### config.mk
export PLATFORM = sky130hd
export DESIGN_NAME = kan_core_sequencer
export DESIGN_NICKNAME = d
export VERILOG_FILES = /design/src/rtl/kan_core_sequencer.sv
export SDC_FILE = /design/constraint.sdc
export NUM_CORES = 1
export LEC_CHECK = 0
export ABC_CLOCK_PERIOD_IN_PS = 3500
export BUFFER_PORTS_ARGS = -buffer_cell sky130_fd_sc_hd__buf_2
export CAP_MARGIN = 20
export CORE_ASPECT_RATIO = 2
export CORE_MARGIN = 2
export CORE_UTILIZATION = 30
export CTS_BUF_LIST = sky130_fd_sc_hd__clkbuf_2
export CTS_CLUSTER_SIZE = 24
export DETAILED_ROUTE_END_ITERATION = 10
export GPL_TIMING_DRIVEN = 0
export SETUP_SLACK_MARGIN = 0.3
export SLEW_MARGIN = 20
export SYNTH_ARGS = -nofsm -noshare
export SYNTH_HDL_FRONTEND = slang
export SYNTH_SLANG_ARGS = --single-unit
### constraint.sdc
create_clock -name clk -period 3.5 [get_ports clk]
set_input_delay 0.175 -clock clk [delete_from_list [all_inputs] [get_ports clk]]
set_output_delay 0.175 -clock clk [all_outputs]
set_load 0.01 [all_outputs]
### src/rtl/kan_core_sequencer.sv
// kan_core_sequencer: run controller for one KAN processing core.
// Loads a block of spline coefficients into the core's write port. It then
// holds the compute enable for one full PE round-robin, and finally waits
// for the core's all-PEs-ready flag. That wait has an optional timeout.
module kan_core_sequencer #(
  parameter int DATA_WIDTH  = 16,
  parameter int ADDR_WIDTH  = 16,
  parameter int NUM_PES     = 64,
  parameter int TIMER_WIDTH = 16
) (
  input  logic                  clk,
  input  logic                  rst_n,
  input  logic                  start,
  input  logic                  abort,
  input  logic [ADDR_WIDTH-1:0] cfg_base_addr,
  input  logic [ADDR_WIDTH:0]   cfg_num_words,
  input  logic [TIMER_WIDTH-1:0] cfg_timeout,
  input  logic                  coeff_valid,
  input  logic [DATA_WIDTH-1:0] coeff_data,
  output logic                  coeff_ready,
  output logic [ADDR_WIDTH-1:0] core_addr,
  output logic                  core_we,
  output logic [DATA_WIDTH-1:0] core_wdata,
  output logic                  core_enable,
  input  logic                  core_ready,
  output logic                  busy,
  output logic                  done,
  output logic                  error,
  output logic [ADDR_WIDTH:0]   words_loaded
);

  localparam logic [2:0] S_IDLE  = 3'd0;
  localparam logic [2:0] S_LOAD  = 3'd1;
  localparam logic [2:0] S_SWEEP = 3'd2;
  localparam logic [2:0] S_WAIT  = 3'd3;
  localparam logic [2:0] S_DONE  = 3'd4;

  localparam int SWEEP_W = (NUM_PES > 1) ? $clog2(NUM_PES) : 1;
  localparam logic [SWEEP_W-1:0]     SWEEP_LAST = SWEEP_W'(NUM_PES - 1);
  localparam logic [SWEEP_W-1:0]     SWEEP_ONE  = SWEEP_W'(1);
  localparam logic [ADDR_WIDTH:0]    WL_ONE     = (ADDR_WIDTH+1)'(1);
  localparam logic [TIMER_WIDTH-1:0] TIMER_ONE  = TIMER_WIDTH'(1);

  logic [2:0]             r_state;
  logic [2:0]             w_state_next;
  logic [ADDR_WIDTH-1:0]  r_base;
  logic [ADDR_WIDTH:0]    r_num_words;
  logic [TIMER_WIDTH-1:0] r_timeout;
  logic [TIMER_WIDTH-1:0] r_timer;
  logic [SWEEP_W-1:0]     r_sweep_cnt;
  logic [ADDR_WIDTH:0]    r_words_loaded;
  logic                   r_core_we;
  logic [ADDR_WIDTH-1:0]  r_core_addr;
  logic [DATA_WIDTH-1:0]  r_core_wdata;
  logic                   r_error;
  logic                   w_hs;
  logic                   w_last_word;
  logic                   w_timeout_hit;
  logic                   w_accept_start;

  // coeff_ready is decoded from state alone, so the source never sees a
  // combinational loop back through coeff_valid.
  assign coeff_ready  = (r_state == S_LOAD);
  assign core_enable  = (r_state == S_SWEEP);
  assign busy         = (r_state != S_IDLE);
  assign done         = (r_state == S_DONE);
  assign core_we      = r_core_we;
  assign core_addr    = r_core_addr;
  assign core_wdata   = r_core_wdata;
  assign error        = r_error;
  assign words_loaded = r_words_loaded;

  // An abort cycle's handshake is dropped entirely, so it is masked here.
  assign w_hs           = coeff_valid && coeff_ready && !abort;
  assign w_last_word    = ((r_words_loaded + WL_ONE) == r_num_words);
  assign w_accept_start = (r_state == S_IDLE) && start;
  // A ready core wins over the timeout when both land in the same cycle.
  assign w_timeout_hit  = (r_state == S_WAIT) && !core_ready && (r_timeout != '0)
                          && (r_timer == (r_timeout - TIMER_ONE));

  // Next-state decode; abort overrides every non-idle transition.
  always_comb begin
    // NOTE: default assignment first so every path drives w_state_next and no latch is inferred.
    w_state_next = r_state;
    case (r_state)
      S_IDLE:  if (start) w_state_next = (cfg_num_words == '0) ? S_SWEEP : S_LOAD;
      S_LOAD:  if (w_hs && w_last_word) w_state_next = S_SWEEP;
      S_SWEEP: if (r_sweep_cnt == SWEEP_LAST) w_state_next = S_WAIT;
      S_WAIT:  if (core_ready || w_timeout_hit) w_state_next = S_DONE;
      S_DONE:  w_state_next = S_IDLE;
      default: w_state_next = S_IDLE;
    endcase
    if (abort && (r_state != S_IDLE)) w_state_next = S_IDLE;
  end

  // State register.
  always_ff @(posedge clk or negedge rst_n) begin
    // NOTE: non-blocking assignments keep every flop sampling pre-edge values regardless of block order.
    if (!rst_n) r_state <= S_IDLE;
    else        r_state <= w_state_next;
  end

  // Config capture, the write pipeline, the counters and the sticky error flag.
  always_ff @(posedge clk or negedge rst_n) begin
    if (!rst_n) begin
      r_base         <= '0;
      r_num_words    <= '0;
      r_timeout      <= '0;
      r_timer        <= '0;
      r_sweep_cnt    <= '0;
      r_words_loaded <= '0;
      r_core_we      <= 1'b0;
      r_core_addr    <= '0;
      r_core_wdata   <= '0;
      r_error        <= 1'b0;
    end else begin
      r_core_we <= 1'b0;
      if (w_accept_start) begin
        r_base         <= cfg_base_addr;
        r_num_words    <= cfg_num_words;
        r_timeout      <= cfg_timeout;
        r_error        <= 1'b0;
        r_words_loaded <= '0;
      end
      if (w_hs) begin
        r_core_we      <= 1'b1;
        r_core_addr    <= r_base + r_words_loaded[ADDR_WIDTH-1:0];
        r_core_wdata   <= coeff_data;
        r_words_loaded <= r_words_loaded + WL_ONE;
      end
      // Both counters restart from zero on entry to their state.
      r_sweep_cnt <= ((r_state == S_SWEEP) && (w_state_next == S_SWEEP))
                     ? r_sweep_cnt + SWEEP_ONE : '0;
      r_timer     <= ((r_state == S_WAIT) && (w_state_next == S_WAIT))
                     ? r_timer + TIMER_ONE : '0;
      if (w_timeout_hit && !abort) r_error <= 1'b1;
    end
  end

endmodule

==> results.sh <==
export IMPL_status="complete, no violations"
export IMPL_worstPathRequired_ns=4.18
export IMPL_grt_antenna_before_repair=1
export IMPL_rows=78
export IMPL_grt_start_max_net_pins=94
export IMPL_cp_slowest_cell="or4_4"
export IMPL_pwr_share_seq_pct=42.1
export IMPL_synth_area_um2=6950
export IMPL_syn_to_final_growth_pct=29.0
export IMPL_synthCells=796
export IMPL_switching_share_pct=42.5
export IMPL_yosys_area_top_type_share_pct=45.0
export IMPL_power_density_nw_per_um2=622
export IMPL_clk_path_buf_depth=2
export IMPL_syn_nets=888
export IMPL_critPathBufInv=1
export IMPL_grt_ovfl_total=0
export IMPL_die_h_um=219
export IMPL_ys_seq_area_share_pct=45.0
export IMPL_layout_min_cycle_time_ns=3.16
export IMPL_hpwl_mm=16.2
export IMPL_critPathLaunchType="flip-flop"
export IMPL_pwr_share_comb_pct=41.1
export IMPL_cap_violations=0
export IMPL_finalSetupViolCount=0
export IMPL_cts_root_buffer="clkbuf_2"
export IMPL_crit_chain="or4_4 > or3_1 > a21oi_1 > o21bai_1 > nor4b_4 > nand3_1 > a211oi_1 > dlygate4sd3_1"
export IMPL_fin_crit_sh_pct=90.3
export IMPL_ant_nets=0
export IMPL_power_frac_clock_pct=16.8
export IMPL_cts_sinks=125
export IMPL_multi_input_area_um2=3610
export IMPL_final_setup_tns_ns=0
export IMPL_drc_errors=0
export IMPL_core_um2=22700
export IMPL_io_pins=126
export IMPL_io_buffers=125
export IMPL_via_per_inst=4.89
export IMPL_vdd_ir_drop_max_uv=344
export IMPL_synthAdderAreaFrac_pct=3.89
export IMPL_synth_compound_area_share_pct=10.4
export IMPL_synth_top_family_by_area="simple AND/OR/NAND/NOR gates"
export IMPL_crit_family="simple AND/OR/NAND/NOR gates"
export IMPL_ys_warn_count=0
export IMPL_grt_pass1_wl_mm=33.3
export IMPL_first_pass_iters=4
export IMPL_synth_distinct_cells=64
export IMPL_ys_seq_elements=125
export IMPL_grt_total_usage_pct=17.5
export IMPL_fin_nets=1106
export IMPL_r2r_slack_ns=0.34
export IMPL_synthArstFlopShare_pct=100
export IMPL_dr_first_iter_drc_count=344
export IMPL_max_freq_mhz=316
export IMPL_hold_viol=0
export IMPL_synth_edf_count=0
export IMPL_drive_above_1_share_pct=18.4
export IMPL_worstPathArrival_ns=3.84
export IMPL_synthTopCellsByCount="nand2_1, dfrtp_1, o21ai_0"
export IMPL_critical_path_class="reg2reg"
export IMPL_die_area_um2=24500
export IMPL_worst_pin_slew_ns=0.809
export IMPL_gp_congestion=0.854
export IMPL_fp_dieW_um=112
export IMPL_clk_latency_ns=0.75
export IMPL_cell_internal_pwr_mw=3.20
export IMPL_yosys_area_share_simple_pct=28.3
export IMPL_synth_flop_cell="dfrtp_1"
export IMPL_power_switching_mw=2.36
export IMPL_final_max_slew_viol_count=0
export IMPL_start_util_pct=30.6
export IMPL_cts_tree="built"
export IMPL_seq_area_um2=3130
export IMPL_rsz0062_at_grt="true"
export IMPL_vias=6395
export IMPL_dp_slack_ns=0.351
export IMPL_fin_skew_ns=0.0434
export IMPL_critPathMaxStageDelay_ns=0.64
export IMPL_cts_made_buffers=17
export IMPL_path_clk_slew_ns=0.22
export IMPL_syn_area_per_cell_um2=8.73
export IMPL_finalWirelength_mm=21.2
export IMPL_synth_xor_area_share_pct=9.02
export IMPL_fillers=2313
export IMPL_first_global_vias=6591
export IMPL_hp_class="in2reg"
export IMPL_wl_per_cell_um=16.2
export IMPL_critical_path_max_fanout=8
export IMPL_synth_most_common_cell="nand2_1"
export IMPL_holdWs_ns=0.135
export IMPL_p_leak_nw=4.32
export IMPL_synth_area_top_cells="dfrtp_1, nand2_1, xnor2_1"
export IMPL_cts_htree_levels=4
export IMPL_synth_mux_area_share_pct=0.288
export IMPL_endpoint_kind="flip-flop"
export IMPL_slew_headroom_pct=45.6
export IMPL_setup_ws_ns=0.340
export IMPL_yosysTopAreaCell="dfrtp_1"
## state kept, by name (all words and copies together), names as in the netlist
| signal | cells |
|---|---|
| r_base | 16 |
| words_loaded | 17 |
| error | 1 |
| core_addr | 16 |
| core_we | 1 |
| core_wdata | 16 |
| r_state | 3 |
| r_num_words | 17 |
| r_timer | 16 |
| r_sweep_cnt | 6 |
| r_timeout | 16 |
## worst paths after layout
check / startpoint / endpoint / cells past startpoint
setup / recovery: r_timeout[2]$_DFFE_PN0P_ / r_state[2]$_DFF_PN0_ / 8
hold / removal: coeff_data[7] / core_wdata[7]$_DFFE_PN0P_ / 4
setup reg to reg: r_timeout[2]$_DFFE_PN0P_ / r_state[2]$_DFF_PN0_ / 8
hold reg to reg: r_sweep_cnt[0]$_DFF_PN0_ / r_sweep_cnt[0]$_DFF_PN0_ / 1
max in group asynchronous: rst_n / r_sweep_cnt[0]$_DFF_PN0_ / 4
min in group asynchronous: rst_n / core_wdata[9]$_DFFE_PN0P_ / 4
## kinds of logic (layout without fill, tap and decap cells)
group / after synthesis / in the layout
XOR/XNOR: 70 / 70
AND/OR/NAND/NOR: 417 / 417
adder cells (fa/ha/maj): 21 / 21
buffers and inverters: 51 / 282
other: 0 / 1
AO/OA/AOI/OAI: 110 / 110
flip-flops: 125 / 125
multiplexers: 2 / 2
## placed cells by master, fill, tap and decap left out, drive strengths merged, types with 9 or more instances in the layout
master	count
inv	22
o21ai	46
ha	20
xnor2	36
buf	137
nand2	237
dfrtp	125
a211oi	9
nor3	36
o31ai	9
nor4	13
a21oi	12
clkbuf	40
xor2	33
nand3	34
nor2	38
dlygate4sd3	71
## power groups by stage
stage	clock [mW]	combinational [mW]	sequential, mW
floorplan	0	1.44	2.34
global placement	0	2.19	2.36
detailed placement	0	2.24	2.37
CTS	0.957	2.31	2.34
global route	1.02	2.57	2.42
finish	0.936	2.29	2.35
## area by class of cell
cell class              count  area share [%]
inverters                  20           0.838
clock buffers              18            1.01
well taps                 280            3.91
multi-input cells         620            40.3
repair buffers            199            15.8
diodes                      1          0.0279
flip-flops and latches    125            34.9
clock inverters            14            1.62
plain buffers              31            1.59
## metrics by stage
stage	std cells	instance area, µm²	power [mW]	utilization, %
floorplan	796	6950	3.78	-
global route	1308	8960	6.00	39.4
global placement	1201	7920	4.55	34.8
detailed placement	1202	7960	4.61	35.0
finish	1308	8960	5.57	39.4
CTS	1306	8930	5.61	39.3
## repair_timing
| item | in CTS | in global routing |
|---|---|---|
| hold buffers | 72 | 0 |
| endpoints found under the setup margin | 0 | 4 |
| setup buffers | 0 | 1 |
| resized for setup | 0 | 2 |
| hold endpoints to repair | 199 | 0 |
## worst min-delay path, stage by stage
cell and delay (ns):
dlygate4sd3_1 0.52, buf_2 0.09, nand2_1 0.04, nand2_1 0.05
## metal layers
layer	GRT usage, %	vias to the layer above	routed length [µm]
li1	-	3164	-
met1	17.3	3017	7800
met2	35.1	167	11900
met3	3.09	47	748
met4	7.45	0	705
met5	0	-	0
Note: power is estimated with default switching activity, not from simulation.
